### src/rtl/cdc_clear_seq_responder.sv
// Receiver end of the CDC clear sequence: applies IDLE/ISOLATE/CLEAR/POST_CLEAR phases locally and
// acknowledges each through phase_ready_o. Optional isolate-ack timeout: CDC_CLEAR_SEQ_RESPONDER_TIMEOUT_EN.

package cdc_clear_sync_pkg;

  typedef enum logic [1:0] {
    IDLE       = 2'd0,
    ISOLATE    = 2'd1,
    CLEAR      = 2'd2,
    POST_CLEAR = 2'd3
  } clear_seq_phase_e;

endpackage

module cdc_clear_seq_responder
  import cdc_clear_sync_pkg::*;
#(
  parameter int unsigned ClearCycles   = 1,
  parameter int unsigned TimeoutCycles = 1024
) (
  input  logic             clk_i,
  input  logic             rst_i,
  input  clear_seq_phase_e phase_i,
  input  logic             phase_valid_i,
  output logic             phase_ready_o,
  output logic             isolate_o,
  input  logic             isolate_ack_i,
  output logic             clear_o,
  output clear_seq_phase_e phase_o,
  output logic             error_o,
  output logic             timeout_o
);

  localparam int unsigned CntW = $clog2(ClearCycles + 1);

  typedef enum logic [2:0] {
    SETTLED    = 3'd0,
    ISO_WAIT   = 3'd1,
    CLEARING   = 3'd2,
    DEISO_WAIT = 3'd3,
    ACK        = 3'd4
  } state_e;

  if (ClearCycles == 0 || TimeoutCycles == 0) begin : g_param_check
    $error("ClearCycles and TimeoutCycles must both be at least 1");
  end

  state_e           state_q, state_d;
  clear_seq_phase_e phase_q, phase_d;
  logic             ready_q, ready_d;
  logic             isolate_q, isolate_d;
  logic             clear_q, clear_d;
  logic             error_q, error_d;
  logic [CntW-1:0]  clr_cnt_q, clr_cnt_d;

  logic             handshake;
  logic             legal_move;
  logic             ack_at_target;

`ifdef CDC_CLEAR_SEQ_RESPONDER_TIMEOUT_EN
  localparam int unsigned TmoW = $clog2(TimeoutCycles + 1);
  logic [TmoW-1:0]  tmo_cnt_q, tmo_cnt_d;
  logic             timeout_q, timeout_d;
`endif

  // The sequence only ever advances one step around the ring.
  assign legal_move    = (phase_i == clear_seq_phase_e'(phase_q + 2'd1));
  assign handshake     = phase_valid_i & ready_q;
  assign ack_at_target = (state_q == ISO_WAIT) ? isolate_ack_i : ~isolate_ack_i;

  // NOTE: every _d gets a default before the case so no path can infer a latch.
  always_comb begin
    state_d   = state_q;
    phase_d   = phase_q;
    ready_d   = ready_q;
    isolate_d = isolate_q;
    clear_d   = clear_q;
    error_d   = 1'b0;
    clr_cnt_d = clr_cnt_q;
`ifdef CDC_CLEAR_SEQ_RESPONDER_TIMEOUT_EN
    tmo_cnt_d = tmo_cnt_q;
    timeout_d = timeout_q;
`endif

    unique case (state_q)
      SETTLED: begin
        if (handshake) begin
          ready_d = 1'b0;
          if (!legal_move) begin
            state_d = ACK;
            error_d = (phase_i != phase_q);
          end else begin
            phase_d = phase_i;
            unique case (phase_i)
              ISOLATE: begin
                state_d   = ISO_WAIT;
                isolate_d = 1'b1;
`ifdef CDC_CLEAR_SEQ_RESPONDER_TIMEOUT_EN
                tmo_cnt_d = '0;
`endif
              end
              CLEAR: begin
                state_d   = CLEARING;
                clear_d   = 1'b1;
                clr_cnt_d = CntW'(ClearCycles);
              end
              POST_CLEAR: begin
                state_d = ACK;
              end
              IDLE: begin
                state_d   = DEISO_WAIT;
                isolate_d = 1'b0;
`ifdef CDC_CLEAR_SEQ_RESPONDER_TIMEOUT_EN
                tmo_cnt_d = '0;
`endif
              end
              default: state_d = ACK;
            endcase
          end
        end
      end

      ISO_WAIT, DEISO_WAIT: begin
        if (ack_at_target) begin
          state_d = SETTLED;
          ready_d = 1'b1;
        end
`ifdef CDC_CLEAR_SEQ_RESPONDER_TIMEOUT_EN
        else if (tmo_cnt_q == TmoW'(TimeoutCycles - 1)) begin
          state_d   = SETTLED;
          ready_d   = 1'b1;
          timeout_d = 1'b1;
        end else begin
          tmo_cnt_d = tmo_cnt_q + TmoW'(1);
        end
`endif
      end

      CLEARING: begin
        clr_cnt_d = clr_cnt_q - CntW'(1);
        if (clr_cnt_q == CntW'(1)) begin
          state_d = SETTLED;
          ready_d = 1'b1;
          clear_d = 1'b0;
        end
      end

      ACK: begin
        state_d = SETTLED;
        ready_d = 1'b1;
      end

      default: begin
        state_d = SETTLED;
        ready_d = 1'b1;
      end
    endcase
  end

  // NOTE: sequential state uses non-blocking assignments so all flops update together.
  always_ff @(posedge clk_i or posedge rst_i) begin
    if (rst_i) begin
      state_q   <= SETTLED;
      phase_q   <= IDLE;
      ready_q   <= 1'b1;
      isolate_q <= 1'b0;
      clear_q   <= 1'b0;
      error_q   <= 1'b0;
      clr_cnt_q <= '0;
`ifdef CDC_CLEAR_SEQ_RESPONDER_TIMEOUT_EN
      tmo_cnt_q <= '0;
      timeout_q <= 1'b0;
`endif
    end else begin
      state_q   <= state_d;
      phase_q   <= phase_d;
      ready_q   <= ready_d;
      isolate_q <= isolate_d;
      clear_q   <= clear_d;
      error_q   <= error_d;
      clr_cnt_q <= clr_cnt_d;
`ifdef CDC_CLEAR_SEQ_RESPONDER_TIMEOUT_EN
      tmo_cnt_q <= tmo_cnt_d;
      timeout_q <= timeout_d;
`endif
    end
  end

  assign phase_ready_o = ready_q;
  assign isolate_o     = isolate_q;
  assign clear_o       = clear_q;
  assign phase_o       = phase_q;
  assign error_o       = error_q;

`ifdef CDC_CLEAR_SEQ_RESPONDER_TIMEOUT_EN
  assign timeout_o = timeout_q;
`else
  assign timeout_o = 1'b0;
`endif

endmodule

### config.mk
export PLATFORM = sky130hd
export DESIGN_NAME = cdc_clear_seq_responder
export DESIGN_NICKNAME = d
export VERILOG_FILES = /design/src/rtl/cdc_clear_seq_responder.sv
export SDC_FILE = /design/constraint.sdc
export NUM_CORES = 1
export LEC_CHECK = 0
export ABC_AREA = 1
export CORE_AREA = 2 2 39 41
export CTS_CLUSTER_SIZE = 20
export DETAILED_ROUTE_END_ITERATION = 10
export DIE_AREA = 0 0 41 43
export MAX_ROUTING_LAYER = met4
export PLACE_DENSITY = 0.75
export SLEW_MARGIN = 20
export SYNTH_ARGS = -nofsm -noshare
export SYNTH_HDL_FRONTEND = slang
export SYNTH_SLANG_ARGS = --single-unit
### constraint.sdc
create_clock -name clk_i -period 2.02 [get_ports clk_i]
set_input_delay 0.404 -clock clk_i [delete_from_list [all_inputs] [get_ports clk_i]]
set_output_delay 0.404 -clock clk_i [all_outputs]
set_load 0.1 [all_outputs]
=== Yosys cells after proc, flatten, opt, wreduce, memory -nomap -nowiden ===
Index checks and enable logic that the tools add are counted.

* $add $sub $neg: 2
* Eq/ne operators: 13
* Mux-type cells: 21
* Bitwise gates (word level): 2
* Reduce and logical (&&, ||, !) cells: 10

{| class="wikitable"
|+ Operator list
! operator !! count
|-
| 2-to-1 mux 3 bit || 4
|-
| one-hot mux 3 bit (4 select lines) || 1
|-
| 2-to-1 mux 1 bit || 11
|-
| one-hot mux 3 bit (3 select lines) || 1
|-
| != test 2 bit (second input constant) || 4
|-
| AND reduction 4 bit || 2
|-
| == test 3 x 2 -> 1 bit (second input constant) || 2
|-
| one-hot mux 1 bit (2 select lines) || 3
|-
| AND reduction 3 bit || 2
|-
| AND reduction 5 bit || 1
|-
| == test 2 bit (second input constant) || 2
|-
| nonzero test 2 bit || 2
|-
| == test 3 x 1 -> 1 bit (second input constant) || 1
|-
| zero test 3 bit || 1
|-
| one-hot mux 1 bit (3 select lines) || 1
|-
| adder 2 x 1 -> 2 bit (second input constant) || 1
|-
| == test 2 x 1 -> 1 bit (second input constant) || 1
|-
| == test 2 bit || 1
|-
| zero test 2 bit || 1
|-
| != test 2 x 1 -> 1 bit (second input constant) || 1
|-
| != test 2 bit || 1
|-
| OR reduction 2 bit || 1
|-
| AND 1 bit || 1
|-
| NOT 1 bit || 1
|-
| subtractor 1 bit (second input constant) || 1
|}

* Flip-flop bits (word level): 10
* Output and inout bits: 7

=== Logic depth before layout (Yosys ltp) ===
Gate-level depths: netlist of run 1.

* Depth in word-level cells: 5
* Depth in mapped cells: 7

=== Worst setup path after synthesis of run 1 ===
Ideal clock, no wire load.

* Path type: reg-to-reg
* Start: reg phase_q[0] (netlist: phase_o[0])
* End: reg phase_q[1] (netlist: phase_o[1])
* Arrival: 1,610 ps
* Data required time: 1,897 ps
* Setup slack: 287 ps
* Stages on the path, launching flop included: 8
* Buffers on the path: 0
* Path through: dfrtp_1 -> inv_1 -> nor2_1 -> nand3_2 -> nand2_4 -> nand2_2 -> nand2_1 -> nand2_1

* Word-level cells in the longest chain between the ends: 3

{| class="wikitable"
|+ RTL lines
! element !! RTL line !! source
|-
| start, declared || 49 || <nowiki>clear_seq_phase_e phase_q, phase_d;</nowiki>
|-
| start signal, assigned || 176 || <nowiki>phase_q <= phase_d;</nowiki>
|-
| adder 2 x 1 -> 2 bit || 67 || <nowiki>assign legal_move = (phase_i == clear_seq_phase_e'(phase_q + 2'd1));</nowiki>
|-
| == test 2 bit || 67 ||
|-
| AND reduction 3 bit (no line) || -- ||
|}

Every way passes these cells.
A chain may end at the register's enable or synchronous reset.

=== Worst setup path in the final report of run 1 ===
* Start: reg phase_q[1] (netlist: phase_o[1])
* End: out phase_o[1]

{| class="wikitable"
|+ RTL lines
! element !! RTL line !! source
|-
| end, declared || 29 || <nowiki>output clear_seq_phase_e phase_o,</nowiki>
|}

No word-level cell between the ends.

==> impl_metrics.toml, run 1 <==
[status]
outcome = "completed"

[logic_synthesis]
netlist_area_um2 = 581
synth_area_per_cell_um2 = 7.35
syn-num-nets = 85
ys_types = 20
yosysWarningCount = 0
ys_seq_area_frac = 0.433
synth_cells = 79
ys_ff_latch = 10

[detailed_routing]
vias = 524
wl_per_cell_um = 9.82
postRouteAntennaNets = 0
wl_um = 1070
drtIter0Drc = 15
dr.pass1.iters = 4
drt-vias-per-instance = 4.81
drc = 0

[setup_path]
path_depth = 1
max_stage_delay_ns = 0.47
crit_buf_inv = 1
arrival_ns = 1.07
critPathLaunch = "phase_o[1]$_DFFE_PP0P_"
crit_end = "phase_o[1]"
r2r_end = "phase_o[0]$_DFFE_PP0P_"
crit_chain = "buf_4"
rr_startpoint = "phase_ready_o$_DFFE_PP1P_"
critPathRequiredTime_ns = 1.62
cp_top_family = "flip-flops"
cpMaxStageDelayCell = "dfrtp_1"
critPathMaxFanout = 6
worst_setup_path_start_kind = "flop"
reg2reg_slack_ns = 0.69
crit_type = "reg -> out"
cp-end-kind = "output pin"
reg2reg_depth = 5

[final_layout]
fin_cells = 109
regArea_um2 = 251
multi_input_area_um2 = 273
finish.net_count = 100
drive_gt1_frac = 0.226
n_antenna_cell = 0
design_area_um2 = 737
n_fill_cell = 146
syn_to_final_growth_pct = 26.9

[power]
ir_drop_mv = 0.299
power_density_mw_per_mm2 = 558
cellLeakagePower_nw = 0.376

[clock_network]
cts_setup_buffers = 0
htree_num_levels = 1
post_cts_resized = 0
clk_latency_ns = 0.26
ctsHoldBuffers = 0
cts_tree = "done"
clkSinkCount = 10
cts-root-buf = "clkbuf_4"
cts_buffer_depth = 2
numCtsBuffers = 3
clk_pin_slew_ns = 0.07

[placement]
gp_congestion = 0.777
hpwl_um = 864
placedCellCount = 105
port_buffers = 11
place_area_um2 = 701
pre_cts_ws_ns = 0.362

[floorplanning]
die_h_um = 43
die_w_um = 41
start_util = 0.420
rows = 14
core_mm2 = 0.00138
dieArea_mm2 = 0.00176
boundaryPins = 13

[global_route]
antenna_found_initial = 0
grt_pass1_wl_um = 1890
grt_max_degree = 11
first_global_vias = 463
grt_usage = 0.164
grt_overflow = 0

[timing]
setup_tns_ns = 0
fin_crit_sh = 0.729
drv_slew = 0
rsz0062_at_grt = "no"
fin_ws_ns = 0.548
skew_ns = 0.00662
hold_viol = 0
setup_viol = 0
fmaxAchievable_ghz = 0.679
finalCriticalPeriod_ns = 1.47

[hold_path]
hp-class = "in -> async"

[flow_run]
cap_violations = 0
flip-flops by register name, summed over array words and instances (netlist names):
name,cells
phase_o,2
error_o,1
state_q,3
clr_cnt_q,1
isolate_o,1
clear_o,1
phase_ready_o,1
synth_stat cells (all sizes together):
cell type / instances / area (um2)
nand2: 29 / 126
inv: 13 / 48.8
dfrtp: 9 / 225
nor2: 9 / 43.8
nand3: 6 / 35.0
a21oi: 3 / 15.0
nand4: 3 / 18.8
a21boi: 1 / 7.51
buf: 1 / 7.51
conb: 1 / 3.75
dfstp: 1 / 26.3
nor3: 1 / 5.00
o21ai: 1 / 8.76
xnor2: 1 / 8.76
area by class of cell:
type / count / area share
clock buffers: 4 / 0.0492
inverters: 13 / 0.0662
multi-input cells: 55 / 0.370
flip-flops and latches: 10 / 0.341
well taps: 16 / 0.0272
repair buffers: 11 / 0.146
kinds of logic (layout without fill, tap and decap cells):
logic type	after synthesis	after routing	synth area share
AND/OR/NAND/NOR	48	48	0.394
buffers and inverters	14	28	0.0970
flip-flops	10	10	0.433
AO/OA/AOI/OAI	5	5	0.0539
other	1	1	0.00646
XOR/XNOR	1	1	0.0151
power by group:
part | leakage [nW] | internal, mW | switching, mW
logic | 0.229 | 0.0127 | 0.0240
clock network | 0.0210 | 0.109 | 0.0650
registers | 0.126 | 0.200 | 0
per-layer routing:
layer,vias up,wire length [um],global-route usage
li1,273,-,-
met1,231,472,0.223
met2,16,523,0.228
met3,4,53,0.0314
met4,0,20,0.0800
met5,-,0,-
cells in the final DEF, fill, tap and decap left out:
cell type / count
clkbuf_4: 3
nor2_4: 1
nand2_1: 24
buf_12: 1
dfrtp_1: 9
nand3_2: 1
dfstp_2: 1
nand2_2: 4
buf_4: 5
o21ai_2: 1
inv_2: 1
a21boi_1: 1
a21oi_1: 3
clkdlybuf4s50_1: 5
nand2_4: 1
inv_1: 12
xnor2_1: 1
nand3_1: 5
nor2_2: 1
conb_1: 1
nor3_1: 1
nand4_1: 3
clkbuf_8: 1
nor2_1: 7
how the worst min path moves through the flow:
stage	to	slack, ns	cells past startpoint
6_report	isolate_o$_DFFE_PP0P_	0.41	2
5_1_grt	isolate_o$_DFFE_PP0P_	0.45	2
4_1_cts	isolate_o$_DFFE_PP0P_	0.42	2
3_5_place_dp	isolate_o$_DFFE_PP0P_	0.47	2
3_3_place_gp	isolate_o$_DFFE_PP0P_	0.46	2
2_1_floorplan	clear_o$_DFFE_PP0P_	0.24	1
per-stage QoR:
stage / utilization / hold WS, ns / power [mW]
3_5_place_dp: 0.506 / 0.466 / 0.241
6_report: 0.533 / 0.406 / 0.411
2_1_floorplan: - / 0.243 / 0.228
4_1_cts: 0.533 / 0.419 / 0.416
5_1_grt: 0.533 / 0.450 / 0.430
3_3_place_gp: 0.506 / 0.461 / 0.240
No activity file was read; power rests on OpenSTA's default activity.
==> run 2: changes to the inputs <==
==> constraint.sdc (replaced) <==
create_clock -name clk_i -period 1.5 [get_ports clk_i]
set_input_delay 0.3 -clock clk_i [delete_from_list [all_inputs] [get_ports clk_i]]
set_output_delay 0.3 -clock clk_i [all_outputs]
set_load 0.1 [all_outputs]
==> run 2 against run 1 <==
Setup slack worse by 0.43 ns. Core utilization up 7.1 points. Cell count up 3.7%. Combinational power up 58%. Register-to-register slack worse by 0.51 ns. Non-clock buffer count up 4. Sequential share of layout area down 3.3 points. Flip-flop and latch count unchanged. Routed wire length up 19%. Sequential power up 34%. Global-route usage up 1.9 points. Critical path depth unchanged. Largest power group unchanged.
==> impl_metrics.toml, run 2 (synthesis results as in run 1) <==
[setup_path]
crit_type = "reg -> out"
rr_startpoint = "phase_ready_o$_DFFE_PP1P_"
critPathMaxFanout = 3
reg2reg_slack_ns = 0.18
cp_top_family = "flip-flops"
max_stage_delay_ns = 0.64
path_depth = 1
crit_end = "phase_ready_o"
crit_chain = "buf_12"
r2r_end = "error_o$_DFF_PP0_"
reg2reg_depth = 4
worst_setup_path_start_kind = "flop"
cpMaxStageDelayCell = "dfstp_4"
critPathLaunch = "phase_ready_o$_DFFE_PP1P_"
cp-end-kind = "output pin"
critPathRequiredTime_ns = 1.20
crit_buf_inv = 1
arrival_ns = 1.08

[timing]
rsz0062_at_grt = "no"
setup_tns_ns = 0
hold_viol = 0
setup_viol = 0
finalCriticalPeriod_ns = 1.38
skew_ns = 0.00782
drv_slew = 0
fin_crit_sh = 0.923
fmaxAchievable_ghz = 0.723

[power]
ir_drop_mv = 0.464
fin_total_pwr_uw = 573
cellLeakagePower_nw = 0.416
power_density_mw_per_mm2 = 686

[floorplanning]
start_util = 0.420
die_h_um = 43
die_w_um = 41
core_mm2 = 0.00138
dieArea_mm2 = 0.00176
rows = 14
boundaryPins = 13

[clock_network]
cts_tree = "done"
numCtsBuffers = 3
clkSinkCount = 10
clk_pin_slew_ns = 0.07
cts_setup_buffers = 0
post_cts_resized = 0
cts-root-buf = "clkbuf_4"
ctsHoldBuffers = 0
cts_buffer_depth = 2
htree_num_levels = 1
clk_latency_ns = 0.27

[placement]
hpwl_um = 936
place_area_um2 = 800
gp_congestion = 0.819
port_buffers = 11

[detailed_routing]
drtIter0Drc = 11
vias = 570
drt-vias-per-instance = 5.04
drc = 0
wl_um = 1270
dr.pass1.iters = 4
postRouteAntennaNets = 0
wl_per_cell_um = 11.3

[final_layout]
largest_register_ffs = 3
syn_to_final_growth_pct = 44.0
n_antenna_cell = 0
mostFrequentLayoutCell = "nand2_1"
design_area_um2 = 836
drive_gt1_frac = 0.278
top_register = "state_q"
final_cell_mix = "nand2_1, inv_1, nor2_1, dfrtp_1, buf_12"
fin_util = 0.604
n_fill_cell = 123
finish.net_count = 104

[global_route]
grt_max_degree = 11
grt_usage = 0.182
grt_overflow = 0
first_global_vias = 501
grt_pass1_wl_um = 2080
antenna_found_initial = 0

[hold_path]
hp-class = "in -> async"

[status]
outcome = "completed"

[flow_run]
cap_violations = 0
-- run 2: cell types whose count changed in the layout (fill, tap and decap cells not counted) --
cell,before,now
buf_12,1,6
buf_4,5,4
dfrtp_1,9,7
dfrtp_2,0,2
dfstp_2,1,0
dfstp_4,0,1
-- run 2: metal layers --
| layer | GRT usage | wire length, um | part of all wire | up-vias |
|---|---|---|---|---|
| li1 | - | - | - | 280 |
| met1 | 0.237 | 546 | 0.43 | 265 |
| met2 | 0.250 | 616 | 0.48 | 20 |
| met3 | 0.0471 | 71 | 0.056 | 5 |
| met4 | 0.100 | 37 | 0.029 | 0 |
| met5 | - | 0 | 0 | - |
-- run 2: layout make-up --
cell class | count | area [um2] | share of cell area
clock buffers | 4 | 36.3 | 0.0434
repair buffers | 15 | 200 | 0.240
inverters | 13 | 48.8 | 0.0584
multi-input cells | 55 | 273 | 0.326
flip-flops and latches | 10 | 258 | 0.308
well taps | 16 | 20.0 | 0.0240
-- run 2: per-stage QoR --
step	setup slack (ns)	std cells	hold WS, ns
final	0.116	113	0.332
after global routing	0.0658	113	0.346
after CTS	0.112	113	0.350
after detailed placement	-0.0599	109	0.493
after global placement	-0.0403	109	0.487
after floorplan	0.0449	79	0.139
-- run 2: worst min path at each step --
stage                           startpoint                endpoint  slack, ns  depth (start not counted)
finish                               rst_i   clr_cnt_q$_DFFE_PP0P_       0.33                          2
global route                         rst_i   clr_cnt_q$_DFFE_PP0P_       0.35                          2
CTS                                  rst_i   isolate_o$_DFFE_PP0P_       0.35                          2
detailed placement  state_q[1]$_DFFE_PP0P_  state_q[1]$_DFFE_PP0P_       0.49                          2
global placement    state_q[1]$_DFFE_PP0P_  state_q[1]$_DFFE_PP0P_       0.49                          2
floorplan                            rst_i     clear_o$_DFFE_PP0P_       0.14                          1
-- run 2: where the power goes --
| group | leakage (nW) | total, mW | switching [mW] | internal (mW) |
|---|---|---|---|---|
| Combinational | 0.270 | 0.0581 | 0.0361 | 0.0221 |
| Sequential | 0.125 | 0.269 | 0 | 0.269 |
| Clock | 0.0210 | 0.246 | 0.0980 | 0.148 |
| Total | 0.416 | 0.573 | 0.134 | 0.439 |
